<file path="src/rtl/vga_sync_gen_if.sv">
// ---------------------------------------------------------------------------
// vga_sync_gen_if
// Bundle between the raster timing generator and the downstream pixel/VRAM
// stage.
//   Control (driven by the consumer): cli, enable_interrupt_on_hblank,
//     enable_interrupt_on_vblank, narrow_960, extra_vblank_lines_for_64mhz
//   Timing (driven by the generator): x[10:0], y[9:0], hsync, vsync,
//     retrace, blank, interrupt, and frame[7:0] when
//     VGA_SYNC_GEN_FRAME_COUNTER_EN is defined.
// master = generator side, slave = consumer side.
// ---------------------------------------------------------------------------
interface vga_sync_gen_if;
   logic        cli;
   logic        enable_interrupt_on_hblank;
   logic        enable_interrupt_on_vblank;
   logic        narrow_960;
   logic        extra_vblank_lines_for_64mhz;
   logic [10:0] x;
   logic [9:0]  y;
   logic        hsync;
   logic        vsync;
   logic        retrace;
   logic        blank;
   logic        interrupt;
`ifdef VGA_SYNC_GEN_FRAME_COUNTER_EN
   logic [7:0]  frame;

   modport master (
      input  cli, enable_interrupt_on_hblank, enable_interrupt_on_vblank,
             narrow_960, extra_vblank_lines_for_64mhz,
      output x, y, hsync, vsync, retrace, blank, interrupt, frame
   );
   modport slave (
      output cli, enable_interrupt_on_hblank, enable_interrupt_on_vblank,
             narrow_960, extra_vblank_lines_for_64mhz,
      input  x, y, hsync, vsync, retrace, blank, interrupt, frame
   );
`else
   modport master (
      input  cli, enable_interrupt_on_hblank, enable_interrupt_on_vblank,
             narrow_960, extra_vblank_lines_for_64mhz,
      output x, y, hsync, vsync, retrace, blank, interrupt
   );
   modport slave (
      output cli, enable_interrupt_on_hblank, enable_interrupt_on_vblank,
             narrow_960, extra_vblank_lines_for_64mhz,
      input  x, y, hsync, vsync, retrace, blank, interrupt
   );
`endif
endinterface

</file>
<file path="src/rtl/vga_sync_gen.sv">
// ---------------------------------------------------------------------------
// vga_sync_gen
// Free-running XGA-class raster timing generator.
//   clk     : pixel clock (nominally 64 MHz)
//   rst_n   : synchronous, active-low reset
//   sync_if : vga_sync_gen_if.master -- control inputs in, beam position,
//             sync pins, blank, retrace pulse and sticky interrupt out.
// Optional feature macro: VGA_SYNC_GEN_FRAME_COUNTER_EN adds an 8-bit
// frame counter (sync_if.frame) that steps on every frame wrap.
// x/y/interrupt are registers; the flags decode combinationally from the
// registered counters so they line up with x/y with zero latency.
// ---------------------------------------------------------------------------
module vga_sync_gen #(
   parameter int H_ACTIVE      = 1024,
   parameter int H_FRONT       = 24,
   parameter int H_SYNC        = 136,
   parameter int H_BACK        = 160,
   parameter int V_ACTIVE      = 768,
   parameter int V_FRONT       = 3,
   parameter int V_SYNC        = 6,
   parameter int V_BACK        = 21,
   parameter int V_EXTRA       = 6,
   parameter int NARROW_MARGIN = 32,
   parameter int SYNC_NEG      = 1
) (
   input  logic           clk,
   input  logic           rst_n,
   vga_sync_gen_if.master sync_if
);

   localparam logic [10:0] H_ACT       = 11'(H_ACTIVE);
   localparam logic [10:0] H_LAST      = 11'(H_ACTIVE + H_FRONT + H_SYNC + H_BACK - 1);
   localparam logic [10:0] HS_START    = 11'(H_ACTIVE + H_FRONT);
   localparam logic [10:0] HS_END      = 11'(H_ACTIVE + H_FRONT + H_SYNC);
   localparam logic [10:0] NAR_START   = 11'(NARROW_MARGIN);
   localparam logic [10:0] NAR_END     = 11'(H_ACTIVE - NARROW_MARGIN);
   localparam logic [9:0]  V_ACT       = 10'(V_ACTIVE);
   localparam logic [9:0]  V_ACT_M1    = 10'(V_ACTIVE - 1);
   localparam logic [9:0]  VS_START    = 10'(V_ACTIVE + V_FRONT);
   localparam logic [9:0]  VS_END      = 10'(V_ACTIVE + V_FRONT + V_SYNC);
   localparam logic [9:0]  V_LAST_BASE = 10'(V_ACTIVE + V_FRONT + V_SYNC + V_BACK - 1);
   localparam logic [9:0]  V_LAST_EXT  = 10'(V_ACTIVE + V_FRONT + V_SYNC + V_BACK + V_EXTRA - 1);
   localparam logic        SYNC_INV    = (SYNC_NEG != 0);

   logic [10:0] x_q, x_d;
   logic [9:0]  y_q, y_d;
   logic        ext_q, ext_d;     // frame-length mode latched at frame start
   logic        irq_q, irq_d;

   logic        x_last_s, y_last_s, hactive_s, set_h_s, set_v_s;
   logic        hs_act_s, vs_act_s, retrace_s, blank_s;
   logic [9:0]  v_last_s;
   logic [10:0] h_end_s;

   // Raster decode from the registered counters
   always_comb begin
      v_last_s  = ext_q ? V_LAST_EXT : V_LAST_BASE;
      x_last_s  = (x_q == H_LAST);
      y_last_s  = (y_q == v_last_s);
      // narrow_960 is used live, so a mode switch shows on the very next pixel
      hactive_s = sync_if.narrow_960 ? ((x_q >= NAR_START) && (x_q < NAR_END))
                                     : (x_q < H_ACT);
      h_end_s   = sync_if.narrow_960 ? NAR_END : H_ACT;
      blank_s   = !(hactive_s && (y_q < V_ACT));
      hs_act_s  = (x_q >= HS_START) && (x_q < HS_END);
      vs_act_s  = (y_q >= VS_START) && (y_q < VS_END);
      // the last line of the frame is followed by visible line 0
      retrace_s = x_last_s && ((y_q < V_ACT_M1) || y_last_s);
      set_h_s   = sync_if.enable_interrupt_on_hblank && (y_q < V_ACT) && (x_q == h_end_s);
      set_v_s   = sync_if.enable_interrupt_on_vblank && (y_q == V_ACT) && (x_q == 11'd0);
   end

   // Next-state for counters, latched frame mode and interrupt
   always_comb begin
      x_d   = x_q;
      y_d   = y_q;
      ext_d = ext_q;
      irq_d = irq_q;
      if (x_last_s) begin
         x_d = 11'd0;
         if (y_last_s) begin
            y_d   = 10'd0;
            // sample the mode only here so a frame never changes length midway
            ext_d = sync_if.extra_vblank_lines_for_64mhz;
         end else begin
            y_d = y_q + 10'd1;
         end
      end else begin
         x_d = x_q + 11'd1;
      end
      // a set event beats a simultaneous clear
      if (set_h_s || set_v_s) begin
         irq_d = 1'b1;
      end else if (sync_if.cli) begin
         irq_d = 1'b0;
      end else begin
         irq_d = irq_q;
      end
   end

   // State registers with synchronous active-low reset
   always_ff @(posedge clk) begin
      if (!rst_n) begin
         x_q   <= 11'd0;
         y_q   <= 10'd0;
         ext_q <= 1'b0;
         irq_q <= 1'b0;
      end else begin
         x_q   <= x_d;
         y_q   <= y_d;
         ext_q <= ext_d;
         irq_q <= irq_d;
      end
   end

`ifdef VGA_SYNC_GEN_FRAME_COUNTER_EN
   logic [7:0] frame_q, frame_d;

   // Frame counter next-state: one step per frame wrap, natural 255 -> 0
   always_comb begin
      if (x_last_s && y_last_s) begin
         frame_d = frame_q + 8'd1;
      end else begin
         frame_d = frame_q;
      end
   end

   // Frame counter register
   always_ff @(posedge clk) begin
      if (!rst_n) begin
         frame_q <= 8'd0;
      end else begin
         frame_q <= frame_d;
      end
   end

   assign sync_if.frame = frame_q;
`endif

   assign sync_if.x         = x_q;
   assign sync_if.y         = y_q;
   assign sync_if.hsync     = hs_act_s ^ SYNC_INV;
   assign sync_if.vsync     = vs_act_s ^ SYNC_INV;
   assign sync_if.retrace   = retrace_s;
   assign sync_if.blank     = blank_s;
   assign sync_if.interrupt = irq_q;

endmodule

</file>
<file path="src/flat_wrapper.sv">
// flat-port wrapper written by rule: the top's interface ports become plain ports
module vga_sync_gen_flat 
#(
   parameter int H_ACTIVE      = 1024,
   parameter int H_FRONT       = 24,
   parameter int H_SYNC        = 136,
   parameter int H_BACK        = 160,
   parameter int V_ACTIVE      = 768,
   parameter int V_FRONT       = 3,
   parameter int V_SYNC        = 6,
   parameter int V_BACK        = 21,
   parameter int V_EXTRA       = 6,
   parameter int NARROW_MARGIN = 32,
   parameter int SYNC_NEG      = 1
)
  (clk, rst_n, sync_if_cli, sync_if_enable_interrupt_on_hblank, sync_if_enable_interrupt_on_vblank, sync_if_narrow_960, sync_if_extra_vblank_lines_for_64mhz, sync_if_x, sync_if_y, sync_if_hsync, sync_if_vsync, sync_if_retrace, sync_if_blank, sync_if_interrupt);
  vga_sync_gen_if sync_if_i ();
  input  logic clk;
  input  logic rst_n;
  input wire logic [$bits(sync_if_i.cli)-1:0] sync_if_cli;
  input wire logic [$bits(sync_if_i.enable_interrupt_on_hblank)-1:0] sync_if_enable_interrupt_on_hblank;
  input wire logic [$bits(sync_if_i.enable_interrupt_on_vblank)-1:0] sync_if_enable_interrupt_on_vblank;
  input wire logic [$bits(sync_if_i.narrow_960)-1:0] sync_if_narrow_960;
  input wire logic [$bits(sync_if_i.extra_vblank_lines_for_64mhz)-1:0] sync_if_extra_vblank_lines_for_64mhz;
  output wire logic [$bits(sync_if_i.x)-1:0] sync_if_x;
  output wire logic [$bits(sync_if_i.y)-1:0] sync_if_y;
  output wire logic [$bits(sync_if_i.hsync)-1:0] sync_if_hsync;
  output wire logic [$bits(sync_if_i.vsync)-1:0] sync_if_vsync;
  output wire logic [$bits(sync_if_i.retrace)-1:0] sync_if_retrace;
  output wire logic [$bits(sync_if_i.blank)-1:0] sync_if_blank;
  output wire logic [$bits(sync_if_i.interrupt)-1:0] sync_if_interrupt;
  assign sync_if_i.cli = sync_if_cli;
  assign sync_if_i.enable_interrupt_on_hblank = sync_if_enable_interrupt_on_hblank;
  assign sync_if_i.enable_interrupt_on_vblank = sync_if_enable_interrupt_on_vblank;
  assign sync_if_i.narrow_960 = sync_if_narrow_960;
  assign sync_if_i.extra_vblank_lines_for_64mhz = sync_if_extra_vblank_lines_for_64mhz;
  assign sync_if_x = sync_if_i.x;
  assign sync_if_y = sync_if_i.y;
  assign sync_if_hsync = sync_if_i.hsync;
  assign sync_if_vsync = sync_if_i.vsync;
  assign sync_if_retrace = sync_if_i.retrace;
  assign sync_if_blank = sync_if_i.blank;
  assign sync_if_interrupt = sync_if_i.interrupt;
  vga_sync_gen #(.H_ACTIVE(H_ACTIVE), .H_FRONT(H_FRONT), .H_SYNC(H_SYNC), .H_BACK(H_BACK), .V_ACTIVE(V_ACTIVE), .V_FRONT(V_FRONT), .V_SYNC(V_SYNC), .V_BACK(V_BACK), .V_EXTRA(V_EXTRA), .NARROW_MARGIN(NARROW_MARGIN), .SYNC_NEG(SYNC_NEG)) u_core (.clk(clk), .rst_n(rst_n), .sync_if(sync_if_i));
endmodule
</file>
<file path="config.mk">
export PLATFORM = sky130hd
export DESIGN_NAME = vga_sync_gen_flat
export DESIGN_NICKNAME = d
export VERILOG_FILES = /design/src/rtl/vga_sync_gen_if.sv /design/src/rtl/vga_sync_gen.sv /design/src/flat_wrapper.sv
export SDC_FILE = /design/constraint.sdc
export NUM_CORES = 1
export LEC_CHECK = 0
export ABC_AREA = 1
export CORE_MARGIN = 8
export CORE_UTILIZATION = 30
export CTS_BUF_LIST = sky130_fd_sc_hd__clkbuf_8
export CTS_CLUSTER_DIAMETER = 80
export DETAILED_ROUTE_END_ITERATION = 8
export HOLD_SLACK_MARGIN = 0.05
export PLACE_DENSITY = 0.54
export SLEW_MARGIN = 5
export SYNTH_ARGS = -nofsm -noshare
export SYNTH_HDL_FRONTEND = slang
export SYNTH_SLANG_ARGS = --single-unit
</file>
<file path="constraint.sdc">
create_clock -name clk -period 1.9 [get_ports clk]
set_clock_uncertainty 0.1 [all_clocks]
set_input_delay 0.38 -clock clk [delete_from_list [all_inputs] [get_ports clk]]
set_output_delay 0.38 -clock clk [all_outputs]
set_load 0.01 [all_outputs]
</file>
== After elaboration in Yosys (flattened, before gate mapping) ==
Index checks and enable logic that the tools add are counted.

* RAM bits: 0
* Memories kept: 0
* Register bits: 23
* Input port bits: 7
* ROM bits: 0
* Word-level logic and storage cells: 44
* Latch bits: 0

* Div/mod/pow operators: 0
* Multipliers: 0
* Mux-type cells: 6
* Reduce and logical (&&, ||, !) cells: 16
* Shift-type cells: 0
* Equality and inequality tests: 4
* $add $sub $neg: 2
* Bitwise gates (word level): 3
* Magnitude comparators: 9

{| class="wikitable"
|+ Operators by type and width
! kind !! count
|-
| 10-bit < comparator (second input constant) || 3
|-
| 11-bit < comparator (second input constant) || 2
|-
| 11-bit by 1-bit adder with 11-bit output (second input constant) || 1
|-
| 11-bit equality test || 1
|-
| 11-bit equality test (second input constant) || 1
|-
| 11-bit >= comparator (second input constant) || 1
|-
| 11-bit by 6-bit >= comparator with 1-bit output (second input constant) || 1
|-
| 11-bit logical NOT || 1
|-
| 11-bit by 10-bit < comparator with 1-bit output (second input constant) || 1
|-
| 11-bit two-way mux || 1
|-
| 10-bit by 1-bit adder with 10-bit output (second input constant) || 1
|-
| 10-bit equality test || 1
|-
| 10-bit equality test (second input constant) || 1
|-
| 10-bit >= comparator (second input constant) || 1
|-
| 10-bit two-way mux || 1
|-
| 1-bit logical AND || 9
|-
| 6-bit two-way mux || 1
|-
| 1-bit two-way mux || 3
|-
| 1-bit NOT || 3
|-
| 1-bit logical OR || 2
|-
| 2-bit AND reduction || 1
|-
| 2-bit nonzero test || 1
|-
| 2-bit OR reduction || 1
|-
| 1-bit logical NOT || 1
|}

== Longest topological paths before layout ==
Gate-level depths: netlist (run 1).

* Depth in word-level cells: 5
* Gate-level depth with buffers: 11

== Worst setup path before layout (run 1) ==
OpenSTA, ideal clock, no wires.

* Kind: reg2out
* Start: reg u_core.x_q[0] (netlist: u_core.sync_if.x[0])
* End: out sync_if_retrace
* Data required time: 1420 ps
* Arrival time: 1242 ps
* Path buffers: 0
* Path slack: 178 ps
* Cell stages (with the launch flop): 7
* Path through: dfxtp_1 ha_1 nand2_1 inv_2 nand3_4 nor2_4 o211a_1

* Cells in the longest elaborated chain, start to end: 2

{| class="wikitable"
|+ RTL lines
! item !! RTL line !! RTL
|-
| start: declaration || vga_sync_gen.sv:45 || <nowiki>logic [10:0] x_q, x_d;</nowiki>
|-
| start signal: assignment || vga_sync_gen.sv:104 || <nowiki>x_q <= 11'd0;</nowiki>
|-
| start signal: assignment || vga_sync_gen.sv:109 || <nowiki>x_q <= x_d;</nowiki>
|-
| 11-bit equality test || vga_sync_gen.sv:58 || <nowiki>x_last_s = (x_q == H_LAST);</nowiki>
|-
| 1-bit logical AND || vga_sync_gen.sv:68 || <nowiki>retrace_s = x_last_s && ((y_q < V_ACT_M1) || y_last_s);</nowiki>
|-
| end: declaration || flat_wrapper.sv:29 || <nowiki>output wire logic [$bits(sync_if_i.retrace)-1:0] sync_if_retrace;</nowiki>
|}

Every way passes these cells.

== Worst setup path after layout (run 1) ==
* Start: reg u_core.y_q[1] (netlist: u_core.sync_if.y[1])
* End: out sync_if_retrace

* Cells in the longest elaborated chain, start to end: 3

{| class="wikitable"
|+ RTL lines
! item !! RTL line !! RTL
|-
| start: declaration || vga_sync_gen.sv:46 || <nowiki>logic [9:0] y_q, y_d;</nowiki>
|-
| start signal: assignment || vga_sync_gen.sv:110 || <nowiki>y_q <= y_d;</nowiki>
|-
| 10-bit < comparator or 10-bit equality test (tied branches) || vga_sync_gen.sv:68, vga_sync_gen.sv:59 ||
|-
| 1-bit logical OR * || vga_sync_gen.sv:68 ||
|-
| 1-bit logical AND * || vga_sync_gen.sv:68 ||
|}

Every way passes the cells marked *; elsewhere a longest branch is shown, timed or not.

==> flow_metrics.env, run 1 <==
export IMPL_htree_levels=1
export IMPL_synthMuxAreaShare_pct=0
export IMPL_path_buf_inv=2
export IMPL_wl_um=4062
export IMPL_internal_power_uw=669.6
export IMPL_cts_buffers_inserted=3
export IMPL_first_pass_iters=4
export IMPL_synth_cell_type_count=34
export IMPL_final_cells=343
export IMPL_core_region_area_mm2=0.004629
export IMPL_post_route_util_pct=49.05
export IMPL_grt_pass1_wl_um=6865
export IMPL_ys_warnings_count=0
export IMPL_required_ns=1.42
export IMPL_fin_crit_sh_pct=100.3
export IMPL_worstPathArrival_ns=1.43
export IMPL_dp_cells=337
export IMPL_cpPeakStageDelay_ns=0.37
export IMPL_port_buffers=32
export IMPL_criticalPathCategory="reg -> out"
export IMPL_start_kind="flop"
export IMPL_outcome="complete, but fails checks"
export IMPL_synth_top_family_by_area="simple AND/OR/NAND/NOR gates"
export IMPL_total_power_uw=878.5
export IMPL_gr_usage_all_layers_pct=11.69
export IMPL_power_frac_comb_pct=8.9
export IMPL_grt_pass1_vias=1498
export IMPL_slew_violations=0
export IMPL_synthXorXnorAreaFrac_pct=4.965
export IMPL_path_common_cell="nand2_1"
export IMPL_setup_violations=1
export IMPL_leakage_uw=0.001098
export IMPL_slew_headroom_pct=75.41
export IMPL_synth_simple_gate_area_share_pct=37.59
export IMPL_synth_edf_count=0
export IMPL_stdcell_area_mm2=0.002271
export IMPL_syn_inst=202
export IMPL_grt_max_degree=13
export IMPL_grt_overflow=0
export IMPL_fp_dieH_um=84.59
export IMPL_powerDensity_mw_per_mm2=386.9
export IMPL_max_cap_violations=0
export IMPL_crit_family="simple AND/OR/NAND/NOR gates"
export IMPL_fmax_mhz=524.6
export IMPL_clock_latency_ns=0.27
export IMPL_cts_tree="done"
export IMPL_die_w_um=84.59
export IMPL_drive_gt1_share_pct=34.60
export IMPL_clockPowerShare_pct=35.9
export IMPL_irDropWorstVdd_uv=263.6
export IMPL_place_ws_ns=-0.1807
export IMPL_cts_buffer_depth=2
export IMPL_die_area_mm2=0.007155
export IMPL_period_minus_slack_ns=1.906
export IMPL_ys_seq_area_share_pct=32.62
export IMPL_drc=0
export IMPL_hold_class="reg -> reg"
export IMPL_finalHoldViolCount=0
export IMPL_syn_avg_cell_area_um2=6.987
export IMPL_rsz0062_at_grt="true"
export IMPL_end_kind="primary output"
export IMPL_fp_row_count=25
export IMPL_switchingPower_uw=209.0
export IMPL_p_sw_share_pct=23.79
export IMPL_dpl_cell_area_mm2=0.002163
export IMPL_crit_slowest_cell="dfxtp_4"
export IMPL_crit_path_cell_trace="buf_6 > nor2_4 > nand2_1 > nand2_1 > nand2_1 > nor2_2 > o211a_1 > buf_6"
export IMPL_gp_congestion=0.8067
export IMPL_antenna_found_initial=0
export IMPL_ant_nets=0
export IMPL_syn_cell_area_mm2=0.001411
export IMPL_initial_core_util_pct=30.49
export IMPL_synth_nets=214
export IMPL_io_pins=33
export IMPL_cts_root_buf="clkbuf_8"
export IMPL_worst_path_max_fanout=4
export IMPL_drt_initial_drc_count=54
export IMPL_violations="setup timing"
export IMPL_ys_ff_latch=23
export IMPL_vias=1514
export IMPL_vias_per_cell=4.414
export IMPL_synth_compound_area_share_pct=10.02
export IMPL_clock_sinks=23
export IMPL_dp_hpwl_um=3274
export IMPL_clk_pin_slew_ns=0.09
export IMPL_synthArstFlopShare_pct=0
export IMPL_worstMarginPinSlew_ns=0.3688
export IMPL_synthToLayoutAreaGrowth_pct=60.90
export IMPL_seq_power_share_pct=55.2
export IMPL_layout_setup_ws_ns=-0.006054
export IMPL_synth_ff_type="dfxtp_1"
export IMPL_nets=302
export IMPL_synthAdderAreaFrac_pct=4.433
export IMPL_antenna_cells=0
export IMPL_wire_per_inst_um=11.84
worst register-to-register path, cell delays in order (launching register included):
cell and delay [ns]:
dfxtp_2 0.34, ha_1 0.16, nand2_1 0.07, inv_2 0.07, nand3_4 0.07, buf_4 0.16, clkinv_1 0.06, nand2_4 0.08
o21ai_2 0.35, nor2_1 0.09
layout by cell type (no fill, tap or decap), types with 2 or more instances in the layout:
master and count:
buf_4 53, nand2_1 40, nor2_1 31, inv_1 27, clkdlybuf4s50_1 26, dfxtp_1 11, nand3_1 10, dfxtp_2 8
nand4_1 7, xor2_1 7, a21oi_1 6, inv_2 5, nor2_2 5, nor2_4 4, o21ai_0 4, nand2_2 4
ha_1 4, dfxtp_4 4, clkbuf_8 3, o211a_1 2, nor3_1 2, nor3_2 2, o21ai_2 2, buf_6 2
dlymetal6s2s_1 2
per-layer routing:
layer	track usage [%]	wire length, um
met1	14.10	1917
met3	1.659	111
met4	5.825	66
met5	0	0
met2	19.69	1966
synthesized netlist by cell type, types with 2 or more instances:
cell	n	area, um^2
nand2_1	40	150.1
nor2_1	35	131.4
inv_1	28	105.1
dfxtp_1	23	460.4
nand3_1	10	50.05
nand4_1	7	43.79
xor2_1	7	61.31
a21oi_1	6	30.03
ha_1	5	62.56
nand2_2	4	25.02
o21ai_0	4	20.02
inv_2	3	11.26
nor2_4	3	33.78
nor3_1	3	15.01
buf_4	2	15.01
nor2_2	2	12.51
o211a_1	2	20.02
o21ai_2	2	17.52
area by class of cell:
class / count / area [um^2]
Fill cell: 485 / 2359
Multi-Input combinational cell: 144 / 827.0
Timing Repair Buffer: 86 / 725.7
Sequential cell: 23 / 485.5
Inverter: 32 / 120.1
Tap cell: 54 / 67.56
Clock buffer: 3 / 41.29
Clock inverter: 1 / 3.754
what timing repair did:
action / 4_1_cts / 5_1_grt
endpoints found under the setup margin: 6 / 7
hold endpoints to repair: 0 / 0
pin swaps: 0 / 5
resized for setup: 25 / 20
setup buffers: 1 / 1
hold buffers: 0 / 0
per-stage QoR:
step	hold slack (ns)	TNS, ns
after floorplan	0.3765	0
after global placement	0.3536	-0.3650
after detailed placement	0.3564	-0.4556
after CTS	0.3860	0
after global routing	0.3930	-0.07675
final	0.3852	-0.006054
worst paths after layout:
path / slack [ns] / endpoint / start / cells past startpoint
worst max-delay path: -0.006 / sync_if_retrace / u_core.sync_if.y[1]$_SDFFE_PN0P_ / 8
worst min register to register: 0.39 / u_core.sync_if.interrupt$_SDFFE_PN0P_ / u_core.sync_if.interrupt$_SDFFE_PN0P_ / 2
worst max register to register: 0.24 / u_core.sync_if.y[3]$_SDFFE_PN0P_ / u_core.sync_if.x[0]$_SDFF_PP0_ / 9
worst min-delay path: 0.39 / u_core.sync_if.interrupt$_SDFFE_PN0P_ / u_core.sync_if.interrupt$_SDFFE_PN0P_ / 2
power by group through the flow:
stage | Combinational (uW) | Sequential (uW) | Clock (uW)
3_5_place_dp | 80.5 | 502 | 0
2_1_floorplan | 27.7 | 507 | 0
6_report | 78.0 | 485 | 316
3_3_place_gp | 80.3 | 502 | 0
5_1_grt | 87.0 | 486 | 353
4_1_cts | 80.4 | 491 | 328
state kept, by name (all words and copies together), names as in the netlist:
signal                    flops
u_core.ext_q                  1
u_core.sync_if.interrupt      1
u_core.sync_if.x             11
u_core.sync_if.y             10
cells by family after synthesis:
kind of cell / Yosys count
simple gates: 110
buf+inv: 35
flops: 23
compound gates: 21
xor+xnor: 8
fa+ha+maj: 5
Power figures use the tool's default switching activity.
==> run 2, diff against run 1 <==
- CORE_UTILIZATION: 30 -> 28
- PLACE_DENSITY: 0.54 -> 0.51
==> flow_metrics.env, run 2 (synthesis gave the netlist of run 1 again) <==
export IMPL_outcome="finished, final reports clean"
export IMPL_fp_row_count=26
export IMPL_wl_um=3943
export IMPL_cts_tree="done"
export IMPL_hold_class="reg -> reg"
export IMPL_drive_gt1_share_pct=35.19
export IMPL_drc=0
export IMPL_stdcell_area_mm2=0.002273
export IMPL_start_kind="flop"
export IMPL_drt_initial_drc_count=56
export IMPL_r2r_end="u_core.sync_if.y[8]$_SDFFE_PN0P_"
export IMPL_required_ns=1.42
export IMPL_switchingPower_uw=201.3
export IMPL_slew_violations=0
export IMPL_irDropWorstVdd_uv=255.8
export IMPL_leakage_uw=0.001043
export IMPL_fin_crit_sh_pct=96.93
export IMPL_slew_headroom_pct=71.93
export IMPL_clk_pin_slew_ns=0.09
export IMPL_dp_hpwl_um=3209
export IMPL_die_w_um=87.00
export IMPL_grt_pass1_wl_um=6665
export IMPL_synthToLayoutAreaGrowth_pct=61.08
export IMPL_max_cap_violations=0
export IMPL_core_region_area_mm2=0.004977
export IMPL_layout_setup_ws_ns=0.05840
export IMPL_clock_latency_ns=0.27
export IMPL_wire_per_inst_um=11.04
export IMPL_grt_max_degree=13
export IMPL_seq_power_share_pct=55.6
export IMPL_worstMarginPinSlew_ns=0.4179
export IMPL_cts_root_buf="clkbuf_8"
export IMPL_htree_levels=1
export IMPL_clock_sinks=23
export IMPL_grt_pass1_vias=1405
export IMPL_vias=1521
export IMPL_nets=300
export IMPL_setup_violations=0
export IMPL_criticalPathCategory="reg -> out"
export IMPL_final_cells=357
export IMPL_reg2reg_from="u_core.sync_if.x[0]$_SDFF_PP0_"
export IMPL_internal_power_uw=674.3
export IMPL_min_path_cells=2
export IMPL_dp_cells=350
export IMPL_rsz0062_at_grt="true"
export IMPL_largest_reg_flops=11
export IMPL_hold_buffers=0
export IMPL_p_sw_share_pct=22.99
export IMPL_antenna_cells=0
export IMPL_powerDensity_mw_per_mm2=385.1
export IMPL_layout_common_cells="buf_4, nand2_1, nor2_1"
export IMPL_ant_nets=0
export IMPL_place_ws_ns=-0.1605
export IMPL_worstPathArrival_ns=1.36
export IMPL_dpl_cell_area_mm2=0.002173
export IMPL_io_pins=33
export IMPL_cts_buffer_depth=2
export IMPL_timing_reg2reg_setup_slack_ns=0.24
export IMPL_hp_start="u_core.sync_if.interrupt$_SDFFE_PN0P_"
export IMPL_cts_buffers_inserted=3
export IMPL_clockPowerShare_pct=35.0
export IMPL_finalHoldViolCount=0
export IMPL_gp_congestion=0.7902
export IMPL_r2r_cells=9
export IMPL_port_buffers=32
export IMPL_grt_overflow=0
export IMPL_vias_per_cell=4.261
export IMPL_period_minus_slack_ns=1.842
export IMPL_power_frac_comb_pct=9.4
export IMPL_fp_dieH_um=87.00
export IMPL_die_area_mm2=0.007568
export IMPL_layout_commonest_cell="buf_4"
export IMPL_worst_path_max_fanout=2
export IMPL_gr_usage_all_layers_pct=10.88
export IMPL_first_pass_iters=4
export IMPL_antenna_found_initial=0
export IMPL_min_to="u_core.sync_if.interrupt$_SDFFE_PN0P_"
export IMPL_end_kind="primary output"
export IMPL_initial_core_util_pct=28.36
export IMPL_total_power_uw=875.5
export IMPL_fmax_mhz=543.0
## run 2: changes by cell type in the layout (fill, tap and decap cells not counted), moves of 2 or more
cell | previous run | this run
buf_4 | 53 | 51
buf_2 | 1 | 3
dlymetal6s2s_1 | 2 | 0
dfxtp_2 | 8 | 10
nor2_2 | 5 | 7
clkdlybuf4s50_1 | 26 | 28
## run 2: timing repair
item,CTS,global route
resized for setup,28,16
setup endpoints to repair,5,4
endpoints found under the hold margin,0,0
buffers inserted,0,3
cloned,0,0
pin swaps,0,2
## run 2: power groups by stage
stage          Sequential (uW)  Combinational (uW)  Clock, uW
6_report                   487                82.3        306
3_3_place_gp               502                82.2          0
2_1_floorplan              507                27.7          0
3_5_place_dp               502                82.3          0
4_1_cts                    489                82.4        327
5_1_grt                    488                91.3        346
## run 2: area by class of cell
type | count | area (um^2)
well taps | 70 | 87.58
clock buffers | 3 | 41.29
fillers | 517 | 2704
multi-input cells | 144 | 827.0
inverters | 32 | 120.1
flip-flops and latches | 23 | 484.2
clock inverters | 1 | 3.754
repair buffers | 84 | 709.4
## run 2: how the worst max path moves through the flow
stage	start	endpoint	slack, ns	depth (start not counted)
after detailed placement	sync_if_narrow_960	sync_if_blank	-0.16	4
after CTS	u_core.sync_if.x[8]$_SDFF_PP0_	sync_if_hsync	-0.0003	5
after global routing	u_core.sync_if.x[0]$_SDFF_PP0_	sync_if_retrace	-0.03	7
after global placement	sync_if_narrow_960	sync_if_blank	-0.16	4
final	u_core.sync_if.x[0]$_SDFF_PP0_	sync_if_retrace	0.06	7
after floorplan	u_core.sync_if.x[0]$_SDFF_PP0_	sync_if_retrace	0.18	6
## run 2: critical path: stages (launching register included)
cell     delay (ns)
dfxtp_2        0.34
ha_2           0.17
nand2_1        0.06
inv_2          0.07
nand3_4        0.08
nor2_4         0.10
o211a_1        0.17
buf_6          0.10
## run 2: metal layers
layer / wire, um / vias up / part of all wire, % / GRT usage, %
met5: 0 / - / 0 / 0
met4: 61 / 0 / 1.5 / 4.225
met3: 139 / 4 / 3.5 / 1.792
met2: 1885 / 23 / 48 / 17.97
met1: 1858 / 675 / 47 / 13.68
li1: - / 819 / - / -
## run 2: metrics by stage
stage	utilization, %	hold slack [ns]	setup TNS [ns]
final	45.68	0.3736	0
after floorplan	-	0.3765	0
after CTS	44.87	0.3788	-0.0003447
after global routing	45.68	0.4105	-0.03277
after global placement	43.67	0.3611	-0.4670
after detailed placement	43.67	0.3564	-0.4500
==> run 3, diff against run 2 <==
- SKIP_CTS_REPAIR_TIMING: not set -> 1
==> flow_metrics.env, run 3 (synthesis gave the netlist of run 1 again) <==
export IMPL_worstMarginPinSlew_ns=0.4179
export IMPL_antenna_cells=0
export IMPL_slew_headroom_pct=71.93
export IMPL_r2r_end="u_core.sync_if.y[8]$_SDFFE_PN0P_"
export IMPL_hp_start="u_core.sync_if.interrupt$_SDFFE_PN0P_"
export IMPL_crit_slowest_cell="dfxtp_2"
export IMPL_period_minus_slack_ns=1.845
export IMPL_core_region_area_mm2=0.004977
export IMPL_irDropWorstVdd_uv=257.5
export IMPL_dp_cells=350
export IMPL_ant_nets=0
export IMPL_first_pass_iters=4
export IMPL_io_pins=33
export IMPL_outcome="finished, final reports clean"
export IMPL_reg2reg_from="u_core.sync_if.x[0]$_SDFF_PP0_"
export IMPL_min_to="u_core.sync_if.interrupt$_SDFFE_PN0P_"
export IMPL_crit_path_cell_trace="ha_2 > nand2_1 > inv_2 > nand3_4 > nor2_4 > o211a_1 > buf_6"
export IMPL_grt_pass1_wl_um=6624
export IMPL_fp_dieH_um=87.00
export IMPL_vias=1524
export IMPL_criticalPathCategory="reg -> out"
export IMPL_clock_latency_ns=0.27
export IMPL_nets=300
export IMPL_wire_per_inst_um=11.04
export IMPL_cts_tree="done"
export IMPL_drive_gt1_share_pct=35.19
export IMPL_die_area_mm2=0.007568
export IMPL_synthToLayoutAreaGrowth_pct=61.79
export IMPL_leakage_uw=0.001046
export IMPL_gp_congestion=0.7902
export IMPL_fmax_mhz=542.0
export IMPL_grt_pass1_vias=1395
export IMPL_required_ns=1.42
export IMPL_powerDensity_mw_per_mm2=383.9
export IMPL_r2r_cells=9
export IMPL_dp_hpwl_um=3209
export IMPL_layout_common_cells="buf_4, nand2_1, nor2_1"
export IMPL_antenna_found_initial=0
export IMPL_wl_um=3941
export IMPL_setup_violations=0
export IMPL_timing_reg2reg_setup_slack_ns=0.24
export IMPL_port_buffers=32
export IMPL_finalHoldViolCount=0
export IMPL_die_w_um=87.00
export IMPL_initial_core_util_pct=28.36
export IMPL_worstPathArrival_ns=1.36
export IMPL_cts_buffer_depth=2
export IMPL_layout_commonest_cell="buf_4"
export IMPL_slew_violations=0
export IMPL_cts_root_buf="clkbuf_8"
export IMPL_end_kind="primary output"
export IMPL_grt_overflow=0
export IMPL_hold_class="reg -> reg"
export IMPL_clk_pin_slew_ns=0.09
export IMPL_drc=0
export IMPL_final_cells=357
export IMPL_gr_usage_all_layers_pct=10.87
export IMPL_nFillCells=519
export IMPL_worst_path_max_fanout=2
export IMPL_cpPeakStageDelay_ns=0.34
export IMPL_clock_sinks=23
export IMPL_min_path_cells=2
export IMPL_vias_per_cell=4.269
export IMPL_htree_levels=1
export IMPL_grt_max_degree=13
export IMPL_cts_buffers_inserted=3
export IMPL_largest_reg_flops=11
export IMPL_start_kind="flop"
export IMPL_fin_crit_sh_pct=97.10
export IMPL_max_cap_violations=0
export IMPL_total_power_uw=876.5
export IMPL_drt_initial_drc_count=54
export IMPL_rsz0062_at_grt="true"
export IMPL_fp_row_count=26
-- run 3: critical path, delay by kind of cell, from the launching register on --
family | cells | cell delay [ns]
fa+ha+maj | 1 | 0.17
flops | 1 | 0.34
buf+inv | 2 | 0.17
simple gates | 3 | 0.24
compound gates | 1 | 0.17
-- run 3: final cells by class --
class / count / area [um^2] / share of cell area (%)
Timing Repair Buffer: 84 / 716.9 / 31.40
Clock inverter: 1 / 3.754 / 0.1644
Inverter: 32 / 120.1 / 5.260
Clock buffer: 3 / 41.29 / 1.808
Sequential cell: 23 / 484.2 / 21.21
Tap cell: 70 / 87.58 / 3.836
Multi-Input combinational cell: 144 / 829.5 / 36.33
-- run 3: power by group --
group	total (uW)	leakage [uW]	switching, uW	internal [uW]
registers	487	0.000193	3.09	484
clock network	307	0.0000269	163	144
logic	82.2	0.000826	36.2	46.0
-- run 3: routing by layer --
metal / up-vias / wire length [um] / GRT usage [%]
met5: - / 0 / 0
met2: 25 / 1871 / 17.77
li1: 818 / - / -
met1: 677 / 1844 / 13.73
met3: 4 / 163 / 1.887
met4: 0 / 61 / 4.225
-- run 3: how the worst max path moves through the flow --
stage / slack (ns) / to / from
after detailed placement: -0.16 / sync_if_blank / sync_if_narrow_960
after global placement: -0.16 / sync_if_blank / sync_if_narrow_960
final: 0.06 / sync_if_retrace / u_core.sync_if.x[0]$_SDFF_PP0_
after CTS: -0.44 / sync_if_retrace / u_core.sync_if.y[0]$_SDFFE_PN0P_
after global routing: -0.03 / sync_if_retrace / u_core.sync_if.y[1]$_SDFFE_PN0P_
after floorplan: 0.18 / sync_if_retrace / u_core.sync_if.x[0]$_SDFF_PP0_
-- run 3: metrics by stage --
step / worst slack (ns) / TNS (ns) / cell area (um^2) / util, % / hold slack [ns]
3_3_place_gp: -0.1599 / -0.4670 / 2173 / 43.67 / 0.3611
4_1_cts: -0.4417 / -1.632 / 2218 / 44.57 / 0.3788
2_1_floorplan: 0.1775 / 0 / 1411 / - / 0.3765
6_report: 0.05507 / 0 / 2283 / 45.88 / 0.3736
5_1_grt: -0.03287 / -0.04174 / 2283 / 45.88 / 0.4105
3_5_place_dp: -0.1605 / -0.4500 / 2173 / 43.67 / 0.3564
